<file path="src/rtl/splitter_with_flow_control.sv">
// Splits each upstream word S into a floor half (a) and a saturated ceiling
// half (b). The datapath is a 2-entry input buffer, then an eager fork, then
// one 2-entry output buffer per branch. Every ready/valid is derived from
// registered occupancy, so there is no combinational ready path through the
// block.
//
// Ports:
//   clk, rst                 clock, asynchronous active-low reset
//   sum_vld/sum_rdy/sum_data upstream word, width+1 bits
//   a_vld/a_rdy/a_data       floor half, S >> 1
//   b_vld/b_rdy/b_data       ceiling half, S - (S >> 1), saturated to all-ones
module splitter_with_flow_control #(
   parameter int unsigned width = 8
) (
   input  logic             clk,
   input  logic             rst,
   input  logic             sum_vld,
   output logic             sum_rdy,
   input  logic [width:0]   sum_data,
   output logic             a_vld,
   input  logic             a_rdy,
   output logic [width-1:0] a_data,
   output logic             b_vld,
   input  logic             b_rdy,
   output logic [width-1:0] b_data
);

   localparam int unsigned SW    = width + 1;
   localparam logic [1:0]  FULL  = 2'd2;
   localparam logic [1:0]  EMPTY = 2'd0;

   // Input buffer state
   logic [SW-1:0] in_mem_q [2];
   logic [SW-1:0] in_mem_d [2];
   logic          in_wr_q, in_wr_d, in_rd_q, in_rd_d;
   logic [1:0]    in_cnt_q, in_cnt_d;

   // Output buffer state, branch a
   logic [width-1:0] a_mem_q [2];
   logic [width-1:0] a_mem_d [2];
   logic             a_wr_q, a_wr_d, a_rd_q, a_rd_d;
   logic [1:0]       a_cnt_q, a_cnt_d;

   // Output buffer state, branch b
   logic [width-1:0] b_mem_q [2];
   logic [width-1:0] b_mem_d [2];
   logic             b_wr_q, b_wr_d, b_rd_q, b_rd_d;
   logic [1:0]       b_cnt_q, b_cnt_d;

   // Fork bookkeeping: a branch that already took the head is not offered it again
   logic sent_a_q, sent_a_d, sent_b_q, sent_b_d;

   logic             in_push, in_pop, head_vld;
   logic [SW-1:0]    head;
   logic [width-1:0] split_a, split_b;
   logic             acc_a, acc_b, a_pop, b_pop;

   // Handshake terms, all from registered occupancy
   assign sum_rdy  = (in_cnt_q != FULL);
   assign in_push  = sum_vld & sum_rdy;
   assign head_vld = (in_cnt_q != EMPTY);
   assign head     = in_mem_q[in_rd_q];

   assign a_vld  = (a_cnt_q != EMPTY);
   assign b_vld  = (b_cnt_q != EMPTY);
   assign a_data = a_mem_q[a_rd_q];
   assign b_data = b_mem_q[b_rd_q];
   assign a_pop  = a_vld & a_rdy;
   assign b_pop  = b_vld & b_rdy;

   // Split arithmetic; only the all-ones input has a ceiling half that overflows
   assign split_a = width'(head >> 1);
   assign split_b = (head == {SW{1'b1}}) ? {width{1'b1}}
                                         : width'(head - (head >> 1));

   // Eager fork: each branch takes the head independently; head pops once both have it
   assign acc_a  = head_vld & ~sent_a_q & (a_cnt_q != FULL);
   assign acc_b  = head_vld & ~sent_b_q & (b_cnt_q != FULL);
   assign in_pop = head_vld & (sent_a_q | acc_a) & (sent_b_q | acc_b);

   always_comb begin
      sent_a_d = sent_a_q;
      sent_b_d = sent_b_q;
      if (in_pop) begin
         sent_a_d = 1'b0;
         sent_b_d = 1'b0;
      end else begin
         if (acc_a) sent_a_d = 1'b1;
         if (acc_b) sent_b_d = 1'b1;
      end
   end

   // Input buffer next state
   always_comb begin
      in_mem_d = in_mem_q;
      if (in_push) in_mem_d[in_wr_q] = sum_data;
      in_wr_d  = in_wr_q ^ in_push;
      in_rd_d  = in_rd_q ^ in_pop;
      in_cnt_d = in_cnt_q + 2'(in_push) - 2'(in_pop);
   end

   // Branch a buffer next state
   always_comb begin
      a_mem_d = a_mem_q;
      if (acc_a) a_mem_d[a_wr_q] = split_a;
      a_wr_d  = a_wr_q ^ acc_a;
      a_rd_d  = a_rd_q ^ a_pop;
      a_cnt_d = a_cnt_q + 2'(acc_a) - 2'(a_pop);
   end

   // Branch b buffer next state
   always_comb begin
      b_mem_d = b_mem_q;
      if (acc_b) b_mem_d[b_wr_q] = split_b;
      b_wr_d  = b_wr_q ^ acc_b;
      b_rd_d  = b_rd_q ^ b_pop;
      b_cnt_d = b_cnt_q + 2'(acc_b) - 2'(b_pop);
   end

   // State registers; reset empties every buffer and zeroes held data
   always_ff @(posedge clk or negedge rst) begin
      if (!rst) begin
         in_mem_q <= '{default: '0};
         in_wr_q  <= 1'b0;
         in_rd_q  <= 1'b0;
         in_cnt_q <= EMPTY;
         a_mem_q  <= '{default: '0};
         a_wr_q   <= 1'b0;
         a_rd_q   <= 1'b0;
         a_cnt_q  <= EMPTY;
         b_mem_q  <= '{default: '0};
         b_wr_q   <= 1'b0;
         b_rd_q   <= 1'b0;
         b_cnt_q  <= EMPTY;
         sent_a_q <= 1'b0;
         sent_b_q <= 1'b0;
      end else begin
         in_mem_q <= in_mem_d;
         in_wr_q  <= in_wr_d;
         in_rd_q  <= in_rd_d;
         in_cnt_q <= in_cnt_d;
         a_mem_q  <= a_mem_d;
         a_wr_q   <= a_wr_d;
         a_rd_q   <= a_rd_d;
         a_cnt_q  <= a_cnt_d;
         b_mem_q  <= b_mem_d;
         b_wr_q   <= b_wr_d;
         b_rd_q   <= b_rd_d;
         b_cnt_q  <= b_cnt_d;
         sent_a_q <= sent_a_d;
         sent_b_q <= sent_b_d;
      end
   end

endmodule

</file>
<file path="config.mk">
export PLATFORM = sky130hd
export DESIGN_NAME = splitter_with_flow_control
export DESIGN_NICKNAME = d
export VERILOG_FILES = /design/src/rtl/splitter_with_flow_control.sv
export SDC_FILE = /design/constraint.sdc
export NUM_CORES = 1
export LEC_CHECK = 0
export ABC_CLOCK_PERIOD_IN_PS = 4100
export CORE_MARGIN = 3
export CORE_UTILIZATION = 40
export DETAILED_ROUTE_END_ITERATION = 10
export GPL_ROUTABILITY_DRIVEN = 0
export SYNTH_ARGS = -nofsm -noshare
export SYNTH_HDL_FRONTEND = slang
export SYNTH_SLANG_ARGS = --single-unit
</file>
<file path="constraint.sdc">
create_clock -name clk -period 4.1 [get_ports clk]
set_input_delay 0.82 -clock clk [delete_from_list [all_inputs] [get_ports clk]]
set_output_delay 0.82 -clock clk [all_outputs]
set_load 0.05 [all_outputs]
</file>
==> impl_metrics.tcl, run 1 <==
set metrics [dict create \
    mostFrequentLayoutCells "dfrtp_1, nor2_1, mux2_2, clkdlybuf4s50_1, a21oi_1" \
    row_count 32 \
    syn_avg_cell_area_sq_um 10.82 \
    postCtsHoldBufs 0 \
    period_needed_ns 2.884 \
    grt_pass1_vias 2192 \
    nets 376 \
    wirelength_um 6537 \
    clock_skew_ns 0.007057 \
    area_growth_pct 17.57 \
    reg2reg_depth 7 \
    dpl_cell_area_sq_mm 0.003732 \
    r2r_end "b_mem_q[3]$_DFFE_PN0P_" \
    startpoint_type "register" \
    slowest_stage "clkdlybuf4s50_1" \
    setup_ws_ns 1.216 \
    final_antenna_net_count 0 \
    vias_per_cell 5.020 \
    critPathRequiredTime_ns 3.28 \
    reg2reg_from "in_rd_q$_DFF_PN0_" \
    hold_end "b_cnt_q[1]$_DFF_PN0_" \
    seq_area_frac_synth 0.4807 \
    wire_per_inst_um 14.69 \
    clock.fmax_ghz 0.3467 \
    setup-tns-final_ns 0 \
    core-area_sq_mm 0.007888 \
    drc_errors 0 \
    crit_path_end_kind "output port" \
    pre_cts_ws_ns 1.297 \
    grt_max_degree 49 \
    drtIter0Drc 86 \
    worst_pin_slew_ns 1.122 \
    critical_path_class "reg2out" \
    cts_root_buffer "clkbuf_8" \
    critical-path-top-delay-family "buffers and inverters" \
    clkSinkCount 64 \
    synthDistinctLibCells 37 \
    r2r_slack_ns 1.31 \
    clockBufferDepth 2 \
    vias 2234 \
    ys_ff_latch 64 \
    syn_area_sq_mm 0.003332 \
    gr-total-overflow 0 \
    crit_arrival_ns 2.06 \
    dieArea_sq_mm 0.009461 \
    diodes 0 \
    syn-num-nets 345 \
    antenna_found_initial 0 \
    timing_hold_violations_final 0 \
    cts_tree "done" \
    die_width_um 97.27 \
    ios 33 \
    final.period_utilization 0.7035 \
    rsz0062_at_grt "no" \
    relSlewSlack 0.2522 \
    htreeDepth 3 \
    hold_start "b_cnt_q[1]$_DFF_PN0_" \
    layout_commonest_cell "dfrtp_1" \
    die_h_um 97.27 \
    synth_warnings 0 \
    synthTopCellsByArea "dfrtp_1, mux2_2, ha_1" \
    utilization 0.4967 \
    hold_class "reg2reg" \
    slew_violations 0 \
    cts_buffers 9 \
    clk_pin_slew_ns 0.07 \
    drive_gt1_frac 0.1837 \
    maxCapViolations 0 \
    path_cells "mux2_2 -> clkdlybuf4s50_1" \
    dp.final_hpwl_um 4757 \
    design_area_sq_mm 0.003918 \
    slowest_delay_ns 0.71 \
    synth_top_cell_area_share 0.4807 \
    status "completed" \
    start_util 0.4224 \
    drtPass1Iterations 4 \
    grt_usage 0.1463 \
    crit_buf_inv 1 \
    hold_depth 1 \
    cts_resized 0 \
    grt_pass1_wl_um 10960 \
    clock_latency_ns 0.33 \
    post_cts_buffers 0 \
    synthCells 308 \
    yosysTopAreaCell "dfrtp_1" \
    setup_viol 0 \
    critPathMaxFanout 9 \
    io_buffers 32 \
]
[kinds of logic after synthesis]
logic type                 count (synthesis)  synth area share
muxes                                     44            0.1450
DFF                                       64            0.4807
adders and majority gates                 23           0.08862
xor gates and xnor gates                  14           0.03680
and+or+nand+nor                           71            0.1010
AOI/OAI and AO/OA                         56            0.1059
buffers and inverters                     36           0.04206
[area by class of cell]
| cell class | count | area [sq um] |
|---|---|---|
| inverters | 22 | 82.58 |
| clock inverters | 6 | 61.31 |
| clock buffers | 9 | 123.9 |
| fillers | 738 | 3970 |
| well taps | 102 | 127.6 |
| repair buffers | 34 | 330.3 |
| multi-input cells | 208 | 1590 |
| flip-flops and latches | 64 | 1602 |
[per-layer routing]
| metal | wire [um] | part of all wire | vias to the layer above | GRT usage |
|---|---|---|---|---|
| li1 | - | - | 1117 | - |
| met1 | 3106 | 0.48 | 1065 | 0.1966 |
| met2 | 3077 | 0.47 | 42 | 0.2261 |
| met3 | 258 | 0.039 | 10 | 0.05240 |
| met4 | 95 | 0.015 | 0 | 0.03621 |
| met5 | 0 | 0 | - | 0 |
[state kept, by name (all words and copies together) (netlist names), 2 cells and up]
signal / cells
a_cnt_q: 2
a_mem_q: 16
b_cnt_q: 2
b_mem_q: 16
in_cnt_q: 2
in_mem_q: 18
[worst max path at each step]
| stage | cells after the start | to | slack [ns] | start |
|---|---|---|---|---|
| floorplan | 8 | b_mem_q[11]$_DFFE_PN0P_ | 1.74 | in_rd_q$_DFF_PN0_ |
| global placement | 7 | b_mem_q[14]$_DFFE_PN0P_ | 1.39 | in_rd_q$_DFF_PN0_ |
| detailed placement | 7 | b_mem_q[3]$_DFFE_PN0P_ | 1.30 | in_rd_q$_DFF_PN0_ |
| CTS | 2 | a_data[0] | 1.20 | a_rd_q$_DFF_PN0_ |
| global route | 7 | b_mem_q[3]$_DFFE_PN0P_ | 1.08 | in_rd_q$_DFF_PN0_ |
| finish | 2 | a_data[0] | 1.22 | a_rd_q$_DFF_PN0_ |
[per-stage QoR]
stage                     hold WS [ns]  instances
after CTS                       0.5041        445
after detailed placement        0.4906        430
after global routing            0.5346        445
final                           0.4990        445
after global placement          0.4894        430
after floorplan                 0.4593        308
[cell usage after synthesis]
cell type  instances
nand2_1            7
clkbuf_1          12
buf_2              1
fa_1               1
and3b_2            1
dfrtp_1           64
nand4_1            1
o311ai_2           1
nor2_1            36
or2_1              1
o22ai_1            2
ha_1              22
a211oi_2           1
mux2_2            34
o21a_1             2
and2_1             4
or3b_1             1
xnor2_1            9
a21oi_2            2
inv_1             22
nor4_1             4
a31oi_1            4
o21ai_0            5
o2111a_1           2
a21o_2             3
or3_1              2
buf_4              1
nand2b_1           4
nand3_1            2
mux2i_1           10
a21o_1             1
xor2_1             5
a21oi_1           30
or2_2              3
nand3b_1           1
a211oi_1           3
nor3_1             4
[worst register-to-register path: stages, from the launching register on]
cell and delay, ns:
dfrtp_1 0.68, mux2i_1 0.53, inv_1 0.14, ha_1 0.41, and3b_2 0.25, or3_1 0.34, a21oi_1 0.21, a21oi_1 0.10
Power of run 1 is left out: the tool's default activity adds up to more than one toggle a clock period on the data nets, which glitch-free logic cannot reach.
==> inputs of run 2 (changes only) <==
--- a/config.mk
+++ b/config.mk
@@ -5,7 +5,7 @@
 export SDC_FILE = /design/constraint.sdc
 export NUM_CORES = 1
 export LEC_CHECK = 0
-export ABC_CLOCK_PERIOD_IN_PS = 4100
+export ABC_CLOCK_PERIOD_IN_PS = 2600
 export CORE_MARGIN = 3
 export CORE_UTILIZATION = 40
 export DETAILED_ROUTE_END_ITERATION = 10
==> constraint.sdc (replaced) <==
create_clock -name clk -period 2.6 [get_ports clk]
set_input_delay 0.52 -clock clk [delete_from_list [all_inputs] [get_ports clk]]
set_output_delay 0.52 -clock clk [all_outputs]
set_load 0.05 [all_outputs]
==> run 2 against run 1 <==
Effect of this change: utilization rose by 0.75 points; clock skew rose by 0.0022 ns; register-to-register slack got worse by 1.1 ns.
==> impl_metrics.tcl, run 2 (synthesis gave the netlist of run 1 again) <==
set metrics [dict create \
    worst_pin_slew_ns 0.8090 \
    nets 383 \
    hold_class "in2async" \
    vias 2279 \
    reg.largest.list "in_mem_q (18), a_mem_q (16), b_mem_q (16)" \
    slowest_stage "clkdlybuf4s50_1" \
    start_util 0.4224 \
    r2r_slack_ns 0.19 \
    die_width_um 97.27 \
    wirelength_um 6370 \
    area.sequential_sq_mm 0.001605 \
    rsz0062_at_grt "no" \
    slew_violations 0 \
    final_antenna_net_count 0 \
    drc_errors 0 \
    htreeDepth 3 \
    clock_latency_ns 0.34 \
    die_h_um 97.27 \
    clockBufferDepth 2 \
    diodes 0 \
    antenna_found_initial 0 \
    critPathRequiredTime_ns 2.08 \
    path_cells "mux2_2 -> clkdlybuf4s50_1" \
    mostFrequentLayoutCells "dfrtp_1, nor2_1, mux2_2, clkdlybuf4s50_1, a21oi_1" \
    critPathCapture "a_data[2]" \
    clkSinkCount 64 \
    status "completed" \
    multi_input_area_sq_mm 0.001590 \
    layout_commonest_cell "dfrtp_1" \
    grt_usage 0.1436 \
    slowest_delay_ns 0.71 \
    drtIter0Drc 84 \
    drtPass1Iterations 4 \
    setup-tns-final_ns 0 \
    clk_pin_slew_ns 0.07 \
    dp.final_hpwl_um 4663 \
    io_buffers 32 \
    critical_path_class "reg2out" \
    vias_per_cell 5.031 \
    row_count 32 \
    dieArea_sq_mm 0.009461 \
    setup_viol 0 \
    crit_path_end_kind "output port" \
    grt_pass1_vias 2300 \
    cts_tree "done" \
    final.period_utilization 0.9461 \
    drive_gt1_frac 0.2080 \
    clock.fmax_ghz 0.4065 \
    cts_buffers 9 \
    reg2reg_from "in_rd_q$_DFF_PN0_" \
    area_growth_pct 19.34 \
    grt_pass1_wl_um 11070 \
    top_register "in_mem_q" \
    critPathMaxFanout 9 \
    core-area_sq_mm 0.007888 \
    critical-path-top-delay-family "buffers and inverters" \
    crit_arrival_ns 1.94 \
    ios 33 \
    period_needed_ns 2.460 \
    maxCapViolations 0 \
    cts_root_buffer "clkbuf_8" \
    startpoint_type "register" \
    reg2reg_depth 9 \
    clock_skew_ns 0.009288 \
    path_depth 2 \
    worstSetupStartpoint "a_rd_q$_DFF_PN0_" \
    post_cts_buffers 0 \
    timing_hold_violations_final 0 \
    wire_per_inst_um 14.06 \
    relSlewSlack 0.4607 \
    n_fill_cell 711 \
    largest_reg_flops 18 \
    r2r_end "b_mem_q[6]$_DFFE_PN0P_" \
    gr-total-overflow 0 \
    grt_max_degree 65 \
    crit_buf_inv 1 \
]
[run 2: cell types whose count changed in the layout (fill, tap and decap cells not counted), sizes merged]
cell,before,now
clkbuf,9,10
clkinvlp,1,2
clkinv,4,3
buf,3,10
[run 2: worst min-delay path by stage]
stage	start	end	slack, ns	cells past startpoint
after global placement	b_cnt_q[1]$_DFF_PN0_	b_cnt_q[1]$_DFF_PN0_	0.49	1
after floorplan	rst	a_cnt_q[0]$_DFF_PN0_	0.22	0
after global routing	rst	a_cnt_q[1]$_DFF_PN0_	0.43	2
after CTS	rst	b_cnt_q[1]$_DFF_PN0_	0.38	2
final	rst	b_cnt_q[1]$_DFF_PN0_	0.35	2
after detailed placement	in_mem_q[11]$_DFFE_PN0P_	in_mem_q[11]$_DFFE_PN0P_	0.50	1
[run 2: final cells by class]
class                   count  area share
flip-flops and latches     64      0.4037
multi-input cells         208      0.3999
repair buffers             41     0.09629
clock buffers              10     0.03210
well taps                 102     0.03210
inverters                  22     0.02077
clock inverters             6     0.01510
[run 2: worst register-to-register path: cells and delay by family, from the launching register on]
family          cells  cell delay (ns)
simple gates        1             0.05
flops               1             0.47
compound gates      3             0.80
fa+ha+maj           2             0.61
buf+inv             2             0.21
mux                 1             0.15
[run 2: routing by layer]
| layer | GRT usage | part of all wire | vias to the layer above |
|---|---|---|---|
| met5 | 0 | 0 | - |
| met4 | 0.06390 | 0.019 | 0 |
| met3 | 0.02584 | 0.033 | 9 |
| met2 | 0.2187 | 0.44 | 37 |
| met1 | 0.2004 | 0.51 | 1100 |
| li1 | - | - | 1133 |
[run 2: repair_timing]
action / in CTS / in global routing
hold buffers: 0 / 0
pin swaps: 0 / 0
gates resized for setup: 1 / 2
setup endpoints to repair: 1 / 10
[run 2: through the flow]
stage | cells | util | instance area, sq um | setup slack, ns | hold WS, ns
final | 453 | 0.5041 | 3976 | 0.1402 | 0.3509
after global routing | 453 | 0.5041 | 3976 | 0.05482 | 0.4304
after CTS | 453 | 0.5038 | 3974 | 0.0009845 | 0.3771
after detailed placement | 437 | 0.4799 | 3785 | 0.1636 | 0.4963
after global placement | 437 | 0.4799 | 3785 | 0.2193 | 0.4903
after floorplan | 308 | - | 3332 | 0.2412 | 0.2244
Power of run 2 is left out for the same reason.
